**src/rtl/iob_uart_pkg.sv**
```systemverilog
// Shared definitions for the UART transmit-side blocks: arbiter FSM encoding and default byte width.
package iob_uart_pkg;

  localparam int unsigned UART_DATA_W = 8;

  typedef enum logic [1:0] {
    ST_IDLE = 2'd0,
    ST_SEND = 2'd1,
    ST_WAIT = 2'd2,
    ST_HOLD = 2'd3
  } arb_state_e;

endpackage

```
**src/rtl/iob_rr_pick.sv**
```systemverilog
// Combinational round-robin picker: first set request at or after ptr_i, wrapping modulo N_REQ.
module iob_rr_pick #(
  parameter int unsigned N_REQ = 4,
  parameter int unsigned IDX_W = 2
) (
  input  logic [N_REQ-1:0] req_i,
  input  logic [IDX_W-1:0] ptr_i,
  output logic [N_REQ-1:0] onehot_o,
  output logic [IDX_W-1:0] idx_o,
  output logic             any_o
);

  logic [IDX_W:0] cand;

  always_comb begin
    cand     = '0;
    idx_o    = '0;
    any_o    = 1'b0;
    // Scan from the far end so the nearest candidate to ptr_i is written last and wins.
    for (int i = N_REQ - 1; i >= 0; i--) begin
      cand = {1'b0, ptr_i} + (IDX_W + 1)'(i);
      if (cand >= (IDX_W + 1)'(N_REQ)) begin
        cand = cand - (IDX_W + 1)'(N_REQ);
      end
      if (req_i[cand[IDX_W-1:0]]) begin
        idx_o = cand[IDX_W-1:0];
        any_o = 1'b1;
      end
    end
    onehot_o = any_o ? (N_REQ'(1) << idx_o) : '0;
  end

endmodule

```
**src/rtl/iob_uart_tx_arb.sv**
```systemverilog
// Packet-granular round-robin arbiter sharing one uart_core transmitter among N_REQ byte streams.
module iob_uart_tx_arb
  import iob_uart_pkg::*;
#(
  parameter int unsigned N_REQ  = 4,
  parameter int unsigned DATA_W = UART_DATA_W,
  parameter int unsigned TMO_W  = 16
) (
  input  logic                    clk_i,
  input  logic                    rst_n_i,
  input  logic                    rst_soft_i,
  input  logic                    arb_en_i,
  input  logic [TMO_W-1:0]        tmo_cycles_i,
  input  logic [N_REQ-1:0]        req_valid_i,
  input  logic [N_REQ*DATA_W-1:0] req_data_i,
  input  logic [N_REQ-1:0]        req_last_i,
  output logic [N_REQ-1:0]        req_ready_o,
  output logic [N_REQ-1:0]        grant_o,
  input  logic                    tx_ready_i,
  output logic [DATA_W-1:0]       tx_data_o,
  output logic                    tx_wr_o,
  output logic                    tmo_evt_o
);

  localparam int unsigned IDX_W = (N_REQ > 1) ? $clog2(N_REQ) : 1;

  arb_state_e         state_q, state_d;
  logic [N_REQ-1:0]   grant_q, grant_d;
  logic [IDX_W-1:0]   owner_q, owner_d;
  logic [IDX_W-1:0]   ptr_q, ptr_d;
  logic [DATA_W-1:0]  tx_data_q, tx_data_d;
  logic               tx_wr_q, tx_wr_d;
  logic               tmo_evt_q, tmo_evt_d;
  logic [TMO_W-1:0]   stall_q, stall_d;
  logic               last_q, last_d;

  logic [N_REQ-1:0]   pick_onehot;
  logic [IDX_W-1:0]   pick_idx;
  logic               pick_any;
  logic [DATA_W-1:0]  req_bytes [N_REQ];
  logic               owner_valid;
  logic               owner_last;
  logic [IDX_W-1:0]   next_ptr;
  logic               tmo_hit;
  logic               in_reset;

  iob_rr_pick #(
    .N_REQ (N_REQ),
    .IDX_W (IDX_W)
  ) u_pick (
    .req_i    (req_valid_i),
    .ptr_i    (ptr_q),
    .onehot_o (pick_onehot),
    .idx_o    (pick_idx),
    .any_o    (pick_any)
  );

  for (genvar gi = 0; gi < N_REQ; gi++) begin : g_bytes
    assign req_bytes[gi] = req_data_i[gi*DATA_W +: DATA_W];
  end

  assign in_reset    = !rst_n_i || rst_soft_i;
  assign owner_valid = req_valid_i[owner_q];
  assign owner_last  = req_last_i[owner_q];
  assign next_ptr    = (owner_q == IDX_W'(N_REQ - 1)) ? '0 : owner_q + 1'b1;
  assign tmo_hit     = (tmo_cycles_i != '0) && (stall_q >= tmo_cycles_i) && !owner_valid;

  // Gated by reset so a requester never believes a byte was taken in a cycle that drops it.
  assign req_ready_o = (state_q == ST_SEND && tx_ready_i && !in_reset) ? (grant_q & req_valid_i) : '0;
  assign grant_o     = grant_q;
  assign tx_data_o   = tx_data_q;
  assign tx_wr_o     = tx_wr_q;
  assign tmo_evt_o   = tmo_evt_q;

  always_comb begin
    state_d   = state_q;
    grant_d   = grant_q;
    owner_d   = owner_q;
    ptr_d     = ptr_q;
    tx_data_d = tx_data_q;
    tx_wr_d   = 1'b0;
    tmo_evt_d = 1'b0;
    stall_d   = stall_q;
    last_d    = last_q;
    case (state_q)
      ST_IDLE: begin
        if (arb_en_i && pick_any) begin
          grant_d = pick_onehot;
          owner_d = pick_idx;
          stall_d = '0;
          state_d = ST_SEND;
        end
      end
      ST_SEND: begin
        if (tx_ready_i && owner_valid) begin
          tx_data_d = req_bytes[owner_q];
          tx_wr_d   = 1'b1;
          last_d    = owner_last;
          stall_d   = '0;
          state_d   = ST_WAIT;
        end else if (tmo_hit) begin
          tmo_evt_d = 1'b1;
          grant_d   = '0;
          ptr_d     = next_ptr;
          state_d   = ST_IDLE;
        end else if (tx_ready_i && stall_q != '1) begin
          stall_d = stall_q + 1'b1;
        end
      end
      // The core needs a cycle to drop tx_ready after the strobe, so it is not sampled here.
      ST_WAIT: state_d = ST_HOLD;
      ST_HOLD: begin
        if (tx_ready_i) begin
          if (last_q) begin
            grant_d = '0;
            ptr_d   = next_ptr;
            state_d = ST_IDLE;
          end else begin
            state_d = ST_SEND;
          end
        end
      end
      default: state_d = ST_IDLE;
    endcase
  end

  always_ff @(posedge clk_i) begin
    if (in_reset) begin
      state_q   <= ST_IDLE;
      grant_q   <= '0;
      owner_q   <= '0;
      ptr_q     <= '0;
      tx_data_q <= '0;
      tx_wr_q   <= 1'b0;
      tmo_evt_q <= 1'b0;
      stall_q   <= '0;
      last_q    <= 1'b0;
    end else begin
      state_q   <= state_d;
      grant_q   <= grant_d;
      owner_q   <= owner_d;
      ptr_q     <= ptr_d;
      tx_data_q <= tx_data_d;
      tx_wr_q   <= tx_wr_d;
      tmo_evt_q <= tmo_evt_d;
      stall_q   <= stall_d;
      last_q    <= last_d;
    end
  end

endmodule

```
**config.mk**
```make
export PLATFORM = sky130hd
export DESIGN_NAME = iob_uart_tx_arb
export DESIGN_NICKNAME = d
export VERILOG_FILES = /design/src/rtl/iob_uart_pkg.sv /design/src/rtl/iob_rr_pick.sv /design/src/rtl/iob_uart_tx_arb.sv
export SDC_FILE = /design/constraint.sdc
export NUM_CORES = 1
export LEC_CHECK = 0
export CORE_UTILIZATION = 42
export CTS_CLUSTER_SIZE = 14
export DETAILED_ROUTE_END_ITERATION = 10
export GPL_ROUTABILITY_DRIVEN = 0
export HOLD_SLACK_MARGIN = 0.02
export PLACE_DENSITY = 0.76
export SYNTH_ARGS = -nofsm -noshare
export SYNTH_HDL_FRONTEND = slang
export SYNTH_HIERARCHICAL = 1
export SYNTH_SLANG_ARGS = --single-unit
export TNS_END_PERCENT = 30
```
**constraint.sdc**
```tcl
create_clock -name clk_i -period 2.75 [get_ports clk_i]
set_clock_uncertainty 0.05 [all_clocks]
set_input_delay 0.825 -clock clk_i [delete_from_list [all_inputs] [get_ports clk_i]]
set_output_delay 0.825 -clock clk_i [all_outputs]
set_load 0.02 [all_outputs]
```
==> results.ini <==
[synthesis]
netlist_instances=301
ys_async_sr_fraction_pct=0
synthSimpleGateAreaFrac_pct=26.0
synth.net_count=380
synth-compound-area-share_pct=18.1
synth-edff-count=0
netlist_area_mm2=0.00249
synth.area.mux_share_pct=9.83
synth-warning-count=6
synthFlopType=dfxtp_1
syn_avg_cell_area_um2=8.28
synth_cell_types=52
synth_top_family_by_area=simple AND/OR/NAND/NOR gates
synth-seq-cells=37
seq_area_frac_synth_pct=29.7
synth_xor_area_share_pct=1.76
synth_fa_ha_area_share_pct=9.03

[drt]
vias=2648
drc=0
drt-initial-drc-count=96
dr.pass1.iters=4
routed_wl_um=7130
viasPerCell=5.48
wl_per_cell_um=14.8
antenna_left=0

[clock_tree]
cts.sinks=37
insertion_delay_ps=280
hold_buffers=0
clk_pin_slew_worst_paths_ps=80
cts_tree=yes
cts_root_buf=clkbuf_8
clock_path_buffers=2
htree_num_levels=2
cts_made_buffers=5

[worst_setup_path]
cp.required_ps=2920
cp-start-kind=input port
regToRegSetupSlack_ps=280
end_kind=flop
crit_type=input port to flop
cp_max_fo=5
critPathArrivalTime_ps=2860

[timing]
period_minus_slack_ps=2690
finalSetupViolCount=0
tightestPinTransition_ps=535
hold_viol=0
rsz0062_at_grt=false
setup_tns_ps=0
layout_setup_ws_ps=63.3
slew_headroom_pct=64.2
fmax_mhz=372
slew_violations=0
period_share_pct=97.7

[floorplanning]
initial_core_util_pct=44.5
std_cell_rows=27
ios=79
die_x_um=79.1
core-area_mm2=0.00561
fp.dieH_um=79.1
die_area_mm2=0.00625

[global_routing]
grt_pass1_vias=2683
grt_overflow=0
grt_max_degree=21
track_usage_pct=23.6
grt_antenna_before_repair=0
grt_pass1_wl_um=11600

[power]
p_per_area_mw_per_mm2=332
vdd_drop_max_mv=0.225
clkPwrFrac_pct=37.4
p_seq_share_pct=42.0
p_sw_w=0.000302
leakage_nw=1.52
swShare_pct=23.4
p_comb_share_pct=20.6
p_int_w=0.000991

[cells_and_area]
area_growth_pct=56.3
diodes=0
layout-drive-gt1-share_pct=27.5
design_area_mm2=0.00390
final_core_util_pct=69.5
nets=489
nFillCells=458

[place]
place_area_mm2=0.00355
place_hpwl_um=5380
pre_cts_ws_ps=-696
numPortBuffers=78

[status]
status=complete, no violations

[run]
drv_cap=0

[hold_path]
hp-class=flop to flop

cell usage after synthesis (4+ instances only):
library cell / count / area, um2
a21oi_1: 28 / 140
ha_1: 18 / 225
nand3_1: 16 / 80.1
nand2_1: 33 / 124
clkbuf_1: 5 / 18.8
nor2_1: 28 / 105
o31ai_1: 4 / 30.0
dfxtp_1: 37 / 741
a22oi_1: 4 / 30.0
nand4_1: 7 / 43.8
nand2b_1: 6 / 37.5
nor2b_1: 5 / 31.3
nor3_1: 5 / 25.0
inv_1: 20 / 75.1
nor4_1: 4 / 25.0
o21ai_0: 13 / 65.1
and3_1: 9 / 56.3
mux4_2: 10 / 225
per-layer routing:
layer	global-route usage [%]	vias up	part of all wire (%)
met5	0	-	0
met4	11.1	0	1.8
met3	5.75	13	6.8
met2	42.2	101	49
met1	26.2	1218	42
li1	-	1316	-
registers in the layout, indices dropped and copies added, names as in the netlist, named ones only:
register,count
stall_q,16
tx_data_o,8
grant_o,4
owner_q,2
ptr_q,2
last_q,1
state_q,1
tmo_evt_o,1
tx_wr_o,1
final timing paths:
kind / endpoint / depth (start not counted) / startpoint
max: stall_q[4] / 10 / tmo_cycles_i[10]
min: tx_data_o[6] / 2 / tx_data_o[6]
max reg2reg: stall_q[4] / 8 / stall_q[5]
min reg2reg: tx_data_o[6] / 2 / tx_data_o[6]
through the flow:
| stage | cells | hold slack, ps | power [W] |
|---|---|---|---|
| 3_3_place_gp | 473 | 391 | 0.000797 |
| 4_1_cts | 483 | 406 | 0.00130 |
| 3_5_place_dp | 473 | 397 | 0.000801 |
| 5_1_grt | 483 | 426 | 0.00135 |
| 2_1_floorplan | 301 | 387 | 0.000654 |
| 6_report | 483 | 403 | 0.00129 |
area by class of cell:
type                       instances  area (um2)  share of cell area (%)
sequential                        37         741                    19.0
timing repair buffer             113        1010                    25.9
clock buffer                       7        86.3                    2.22
tap                               72        90.1                    2.31
inverter                          20        75.1                    1.93
clock inverter                     1        30.0                   0.770
multi-input combinational        233        1870                    47.9
what timing repair did:
item                       4_1_cts  5_1_grt
hold endpoints to repair         0        0
pin swaps                       23       24
setup buffers                    2        0
setup endpoints to repair       27       17
gates resized for setup         88       27
worst max-delay path, cell delays in order:
cell and delay [ps]:
clkdlybuf4s15_2 200, inv_1 50, ha_1 280, nand2_2 90, nor3_2 50, a2111o_1 400
o21ai_2 200, a21oi_2 110, or4b_1 500, a21oi_2 160
power by group through the flow:
stage / registers, W / clock network (W) / logic (W)
finish: 0.000543 / 0.000484 / 0.000266
global route: 0.000543 / 0.000518 / 0.000288
CTS: 0.000543 / 0.000497 / 0.000263
detailed placement: 0.000555 / 0 / 0.000246
global placement: 0.000555 / 0 / 0.000242
floorplan: 0.000558 / 0 / 0.0000960
cells by family (layout without fill, tap and decap cells):
kind of cell             after synthesis  in the layout
AND/OR/NAND/NOR                      128            128
buffers and inverters                 31            141
multiplexers                          12             12
flip-flops                            37             37
AO/OA/AOI/OAI                         70             70
XOR/XNOR                               5              5
adder cells (fa/ha/maj)               18             18
placed cells by master (no fill, tap or decap), types with 9 or more instances in the layout:
cell type,synthesis,layout
a21oi_1,28,21
nor2_1,28,27
dfxtp_1,37,37
clkdlybuf4s50_1,0,52
mux4_2,10,10
inv_2,0,9
o21ai_0,13,10
ha_4,0,10
nand3_1,16,16
buf_4,2,37
nand2_1,33,32
inv_1,20,11
Power figures use the tool's default switching activity.
